[config.mk]
export PLATFORM = sky130hd
export DESIGN_NAME = instruction_fetch
export DESIGN_NICKNAME = d
export VERILOG_FILES = /design/src/rtl/rapids_fetch_pkg.sv /design/src/rtl/fetch_addr_check.sv /design/src/rtl/instruction_fetch.sv
export SDC_FILE = /design/constraint.sdc
export NUM_CORES = 1
export LEC_CHECK = 0
export BUFFER_PORTS_ARGS = -buffer_cell sky130_fd_sc_hd__buf_4
export CAP_MARGIN = 20
export CORE_AREA = 2 2 88 154
export CTS_CLUSTER_DIAMETER = 200
export DETAILED_ROUTE_END_ITERATION = 16
export DIE_AREA = 0 0 90 156
export PLACE_DENSITY = 0.7
export SETUP_SLACK_MARGIN = 0.5
export SLEW_MARGIN = 20
export SYNTH_ARGS = -nofsm -noshare
export SYNTH_HDL_FRONTEND = slang
export SYNTH_SLANG_ARGS = --single-unit
export TNS_END_PERCENT = 20
[constraint.sdc]
create_clock -name clk -period 5.6 [get_ports clk]
set_input_delay 0.56 -clock clk [delete_from_list [all_inputs] [get_ports clk]]
set_output_delay 0.56 -clock clk [all_outputs]
set_load 0.02 [all_outputs]
[src/rtl/rapids_fetch_pkg.sv]
// Shared definitions for the rapids instruction fetch path: FSM state
// encoding, instruction size and address-space defaults.
package rapids_fetch_pkg;

  typedef enum logic [1:0] {
    ST_IDLE  = 2'd0,
    ST_FETCH = 2'd1,
    ST_HOLD  = 2'd2,
    ST_FAULT = 2'd3
  } fetch_state_t;

  localparam int unsigned INSTR_BYTES       = 4;
  localparam logic [31:0] PC_RESET_DEFAULT  = 32'h0000_0000;
  localparam logic [31:0] MEM_LIMIT_DEFAULT = 32'h0001_0000;

endpackage

[src/rtl/fetch_addr_check.sv]
// Combinational legality check for a word fetch address; also reused by the
// data-side segfault logic.
module fetch_addr_check (
  input  logic [31:0] addr,
  input  logic [31:0] limit,
  output logic        fault
);

  assign fault = (addr[1:0] != 2'b00) || (addr >= limit);

endmodule

[src/rtl/instruction_fetch.sv]
// Fetch stage: owns the PC, issues word reads over req/ack and holds the
// returned instruction for the control path.
module instruction_fetch
  import rapids_fetch_pkg::*;
#(
  parameter logic [31:0] PC_RESET  = PC_RESET_DEFAULT,
  parameter logic [31:0] MEM_LIMIT = MEM_LIMIT_DEFAULT
) (
  input  logic        clk,
  input  logic        resetn,
  input  logic        go,
  input  logic        pc_inc,
  input  logic        pc_load,
  input  logic [31:0] pc_target,
  output logic        imem_req,
  output logic [31:0] imem_addr,
  input  logic        imem_ack,
  input  logic [31:0] imem_rdata,
  output logic [31:0] instruction,
  output logic        wait_instr,
  output logic        instr_segv,
  output logic [31:0] pc,
  output logic [1:0]  state
);

  localparam logic [1:0] IDLE  = ST_IDLE;
  localparam logic [1:0] FETCH = ST_FETCH;
  localparam logic [1:0] HOLD  = ST_HOLD;
  localparam logic [1:0] FAULT = ST_FAULT;

  // Handshake: imem_req/imem_addr are held stable from FETCH entry until the
  // edge that samples imem_ack=1; imem_ack is ignored while imem_req=0.
  logic [1:0]  state_next;
  logic [31:0] pc_next;
  logic        redir_pend;
  logic [31:0] redir_target;
  logic        fetch_fault;
  logic        redirect_now;

  assign redirect_now = redir_pend || pc_load;

  always_comb begin
    pc_next = pc;
    case (state)
      FETCH: if (imem_ack && redirect_now) pc_next = pc_load ? pc_target : redir_target;
      HOLD: begin
        if (pc_load)     pc_next = pc_target;
        else if (pc_inc) pc_next = pc + 32'(INSTR_BYTES);
      end
      default: pc_next = pc;
    endcase
  end

  // The legality check always looks at the address the next FETCH would use.
  fetch_addr_check u_addr_check (
    .addr  (pc_next),
    .limit (MEM_LIMIT),
    .fault (fetch_fault)
  );

  always_comb begin
    state_next = state;
    case (state)
      IDLE:  if (go) state_next = FETCH;
      FETCH: begin
        if (imem_ack) begin
          if (!go)               state_next = IDLE;
          else if (redirect_now) state_next = FETCH;
          else                   state_next = HOLD;
        end
      end
      HOLD: begin
        if (!go)                    state_next = IDLE;
        else if (pc_load || pc_inc) state_next = FETCH;
      end
      default: state_next = FAULT;
    endcase
    if (state_next == FETCH && state != FETCH && fetch_fault) state_next = FAULT;
    if (state == FETCH && imem_ack && state_next == FETCH && fetch_fault) state_next = FAULT;
  end

  always_ff @(posedge clk or negedge resetn) begin
    if (!resetn) begin
      state        <= IDLE;
      pc           <= PC_RESET;
      instruction  <= '0;
      imem_req     <= 1'b0;
      redir_pend   <= 1'b0;
      redir_target <= '0;
    end else begin
      state    <= state_next;
      pc       <= pc_next;
      imem_req <= (state_next == FETCH);
      if (state == FETCH) begin
        if (imem_ack) begin
          redir_pend <= 1'b0;
        end else if (pc_load) begin
          redir_pend   <= 1'b1;
          redir_target <= pc_target;
        end
        // A redirected or abandoned transaction completes but its data is dropped.
        if (imem_ack && !redirect_now && go) instruction <= imem_rdata;
      end
    end
  end

  assign imem_addr  = pc;
  assign wait_instr = (state != HOLD);
  assign instr_segv = (state == FAULT);

endmodule

After elaboration in Yosys (flattened, before gate mapping)
Index checks and enable logic that the tools add are counted.
Cells by class
  equal/unequal tests: 8
  multiply operators: 0
  multiplexer cells: 16
  bitwise operators: 1
  magnitude comparators: 1
  reductions and logical operators: 18
  shifts and indexed selects: 0
  add/sub/neg operators: 1
  divide/modulo/power cells: 0
Operators with widths (number)
  32-bit two-way mux: 4
  32-bit case mux with 2 select lines: 1
  32-bit by 3-bit adder with 32-bit output (second input constant): 1
  32-bit by 17-bit >= comparator with 1-bit output (second input constant): 1
  2-bit two-way mux: 8
  2-bit by 1-bit == test with 1-bit output (second input constant): 4
  1-bit logical AND: 8
  2-bit case mux with 3 select lines: 1
  2-bit AND reduction: 3
  2-bit == test (second input constant): 2
  2-bit nonzero test: 2
  1-bit logical OR: 3
  2-bit logical NOT: 1
  1-bit two-way mux: 2
  2-bit by 1-bit != test with 1-bit output (second input constant): 1
  2-bit != test (second input constant): 1
  1-bit logical NOT: 1
  1-bit inverter: 1
Storage, ports and cells
  RAM bits: 0
  latch bits: 0
  memories kept: 0
  register bits: 100
  memory bits (read-only): 0
  logic and storage cells: 51

Depth between registers and ports, before layout
  word-level depth: 14
  mapped depth: 12
  mapped depth without buffers: 10

By module
Synthesis repeated with hierarchy kept, for this count alone.
Second synthesis, totals
  cells, all modules: 673
  area, all modules: 6501.2 sq um
By module, submodules not included
  instruction_fetch: cells an instance 563, area each 5677.9 sq um, times used 1, seq. area each 2502.4 sq um
  fetch_addr_check: cells an instance 110, area each 823.3 sq um, times used 1, seq. area each 0.0 sq um

Worst setup path after synthesis
OpenSTA, ideal clock, no wires.
  path kind: flip-flop to flip-flop
  start point: register state[0]
  end point: register state[1]
  period minus slack after synthesis: 2753 ps
  arrival: 2634 ps
  stages on the path, launching flop included: 11
  buffers on the path: 1
  setup slack: 2847 ps
  library setup time: 119 ps
  cell sequence: dfrtp_1 > inv_1 > ha_1 > clkbuf_1 > o221ai_1 > o21a_1 > a211o_1 > a2111o_1 > nor4_2 > nand3_1 > o21a_1
RTL lines
  start, declared: RTL line instruction_fetch.sv:23  | output logic [1:0] state
  start signal, assigned: RTL line instruction_fetch.sv:91  | state <= state_next;
  2-bit == test or 2-bit by 1-bit == test with 1-bit output (tied branches): RTL line instruction_fetch.sv:44  | case (state)
  32-bit case mux with 2 select lines *: RTL line instruction_fetch.sv:44
  net pc_next[19]: RTL line instruction_fetch.sv:34  | logic [31:0] pc_next;
  32-bit by 17-bit >= comparator with 1-bit output *: RTL line fetch_addr_check.sv:9  | assign fault = (addr[1:0] != 2'b00) || (addr >= limit);
  1-bit logical OR *: RTL line fetch_addr_check.sv:9
  1-bit logical AND: RTL line instruction_fetch.sv:78  | if (state_next == FETCH && state != FETCH && fetch_fault) state_next = FAULT;
  2-bit two-way mux: RTL line instruction_fetch.sv:78
  2-bit by 1-bit == test with 1-bit output: RTL line instruction_fetch.sv:79  | if (state == FETCH && imem_ack && state_next == FETCH && fetch_fault) state_next = FAULT;
  1-bit logical AND (2 in a row): RTL line instruction_fetch.sv:79
  2-bit two-way mux *: RTL line instruction_fetch.sv:79
  net state_next[1]: RTL line instruction_fetch.sv:33  | logic [1:0] state_next;
The timed path passes the listed nets; every way through them passes the cells marked *.
A chain may end at the register's enable or synchronous reset.

Final worst setup path
  start point: register state[0]
  end point: register imem_req
RTL lines
  2-bit == test or 2-bit by 1-bit == test with 1-bit output (tied branches): RTL line instruction_fetch.sv:44
  32-bit case mux with 2 select lines *: RTL line instruction_fetch.sv:44
  net pc_next[23]: RTL line instruction_fetch.sv:34
  32-bit by 17-bit >= comparator with 1-bit output *: RTL line fetch_addr_check.sv:9
  1-bit logical OR *: RTL line fetch_addr_check.sv:9
  1-bit logical AND: RTL line instruction_fetch.sv:78
  2-bit two-way mux: RTL line instruction_fetch.sv:78
  2-bit by 1-bit == test with 1-bit output: RTL line instruction_fetch.sv:79
  1-bit logical AND (2 in a row): RTL line instruction_fetch.sv:79
  2-bit two-way mux *: RTL line instruction_fetch.sv:79
  2-bit by 1-bit == test with 1-bit output *: RTL line instruction_fetch.sv:93  | imem_req <= (state_next == FETCH);
  end signal, assigned: RTL line instruction_fetch.sv:93
  end, declared: RTL line instruction_fetch.sv:15  | output logic imem_req,
Marked as above.

==> reports/qor.yml <==
cells_and_area:
  fillers: 1168
  final_cell_mix: "176 x buf_4, 100 x dfrtp_1, 64 x mux2_2"
  final_common_cell: "buf_4"
  drive_gt1_frac: 0.397
  final_util: 0.557
  area_growth_pct: 25.9
  multiInputGateArea_um2: 2720
  final_cells: 856
  nets: 755
  seq_area_um2: 2500
  diodes: 0
  final_cell_area_um2: 7130
synth:
  synthXorXnorAreaFrac: 0.0216
  ys_seq_elements: 100
  synth_fa_ha_area_frac: 0.0110
  synth.avg_cell_area_um2: 10.2
  synth.distinct_cells: 70
  synth_area_um2: 5660
  synth_top_family_by_area: "compound AO/OA/AOI/OAI gates"
  ys_dominant_reg_cell: "dfrtp_1"
  async_flop_share: 1.00
  syn_nets: 631
  yosys.area_share.simple: 0.139
  seq_area_frac_synth: 0.442
  synth_compound_area_frac: 0.170
  synth.area.mux_share: 0.138
  synthCells: 556
  yosysWarnings: 0
  synth_edf_count: 0
outcome:
  outcome: "finished, final reports clean"
global_route:
  grt_pass1_wl_um: 27800
  track_usage: 0.249
  grt_pass1_vias: 5323
  overflow: 0
  grt_max_degree: 75
  antenna_found_initial: 0
critical_path:
  r2r_start: "state[0]"
  worstPathRequired_ns: 5.82
  worst-setup-path-type: "reg -> reg"
  arrival_ns: 3.75
  start_kind: "register"
  r2r_slack_ns: 2.07
  crit_start: "state[0]"
  crit_path_max_fanout: 19
  endpoint_kind: "register"
floorplan:
  io_pins: 171
  die_area_um2: 14000
  die_h_um: 156
  core_um2: 12800
  rows: 55
  die_x_um: 90
  initial_utilization: 0.443
timing:
  worst_slack_ns: 2.07
  fin_crit_ns: 3.53
  final.period_utilization: 0.631
  rsz0062_at_grt: "no"
  holdWs_ns: 0.109
  tns_ns: 0
  skew_ns: 0.00950
  finalSetupViolations: 0
  slew_violations: 0
  hold_violations: 0
  slew-limit-headroom: 0.309
  worstMarginPinSlew_ns: 1.04
  fmax_ghz: 0.283
placed_design:
  gp_congestion: 0.916
  port_buffers: 170
  dpl.cell_count: 840
  dpl_worst_slack_ns: 2.22
  hpwl_um: 13000
  dpl_cell_area_um2: 6830
detailed_routing:
  vias: 5089
  drtAntennaViolNets: 0
  drtIter0Drc: 481
  drc: 0
  top_layer: "met4"
  met1Wirelength_um: 6170
  wl_per_cell_um: 20.6
  firstDrtPassIters: 8
  routed-wl-met3_um: 1310
  dr_wl_met2_um: 9340
  wl_um: 17600
  vias_per_cell: 5.95
cts:
  h-tree-depth: 3
  cts_hold_buf: 0
  cts_buffer_depth: 2
  post-cts-setup-buffer-count: 0
  cts_buffers: 9
  cts_tree: "done"
  clkTransAtPathRegs_ns: 0.07
  ctsResizeCount: 0
  root_buffer: "clkbuf_16"
  clk_latency_ns: 0.35
  clock-sinks: 100
power_and_ir_drop:
  p_total_mw: 3.86
  power_density_nw_per_um2: 541
  power.leakage_nw: 3.30
  vdd_drop_max_uv: 365
min_path:
  hp-class: "in -> async"
job:
  maxCapViolCount: 0
## state kept, by name (all words and copies together) (netlist names)
signal        count
redir_target     32
state             2
imem_addr        32
imem_req          1
instruction      32
redir_pend        1
## cells by family after synthesis
kind of cell / count (synthesis)
DFF: 100
AOI/OAI and AO/OA: 135
buffers and inverters: 82
and+or+nand+nor: 150
muxes: 70
xor gates and xnor gates: 14
adders and majority gates: 5
## cells in the mapped netlist (all sizes together) (3+ instances only)
master	number	area, um^2
nand4	13	87.6
and3	6	38.8
nand2	49	186
o32ai	3	26.3
nor2	21	81.3
nand3	24	125
or3	3	18.8
o311ai	4	35.0
inv	18	67.6
or4	3	30.0
a22o	12	105
mux2i	6	60.1
o31ai	6	45.0
xnor2	10	87.6
a21oi	19	103
mux2	64	721
clkbuf	20	75.1
nor4	6	43.8
nor3	9	50.1
and4	5	45.0
dfrtp	100	2500
a22oi	14	105
xor2	4	35.0
buf	43	295
o21a	4	30.0
o22ai	10	62.6
a221oi	4	35.0
ha	5	62.6
o21ai	29	149
## critical path: stages, from the launching register on
cell	delay, ns
dfrtp_1	0.45
inv_1	0.11
ha_1	0.23
buf_4	0.31
nor2b_1	0.71
nand2_1	0.43
o311ai_0	0.73
a2111oi_0	0.13
nand3_1	0.19
o21ai_1	0.10
## where the power goes
part / switching, mW / leakage, nW / total [mW] / internal (mW)
sequential: 0.311 / 1.28 / 1.32 / 1.01
clock: 0.284 / 0.140 / 0.635 / 0.351
combinational: 1.11 / 1.88 / 1.91 / 0.801
## worst paths after layout
kind,end,depth (start not counted)
worst max-delay path,imem_req,9
min in group clk,instruction[7],2
worst min register to register,redir_target[29],1
worst min-delay path,redir_target[15],1
max in group asynchronous,imem_addr[25],2
worst max register to register,imem_req,9
## metal layers
metal / track usage / vias up
met3: 0.0594 / 60
met1: 0.256 / 2462
met4: 0.138 / 0
li1: - / 2273
met5: 0 / -
met2: 0.460 / 294
## layout make-up
type / instances / area share
tap: 171 / 0.0300
clock inverter: 6 / 0.0100
multi-input combinational: 374 / 0.382
clock buffer: 10 / 0.0321
sequential: 100 / 0.351
inverter: 19 / 0.0100
timing repair buffer: 176 / 0.185
Note: power is estimated with default switching activity, not from simulation.
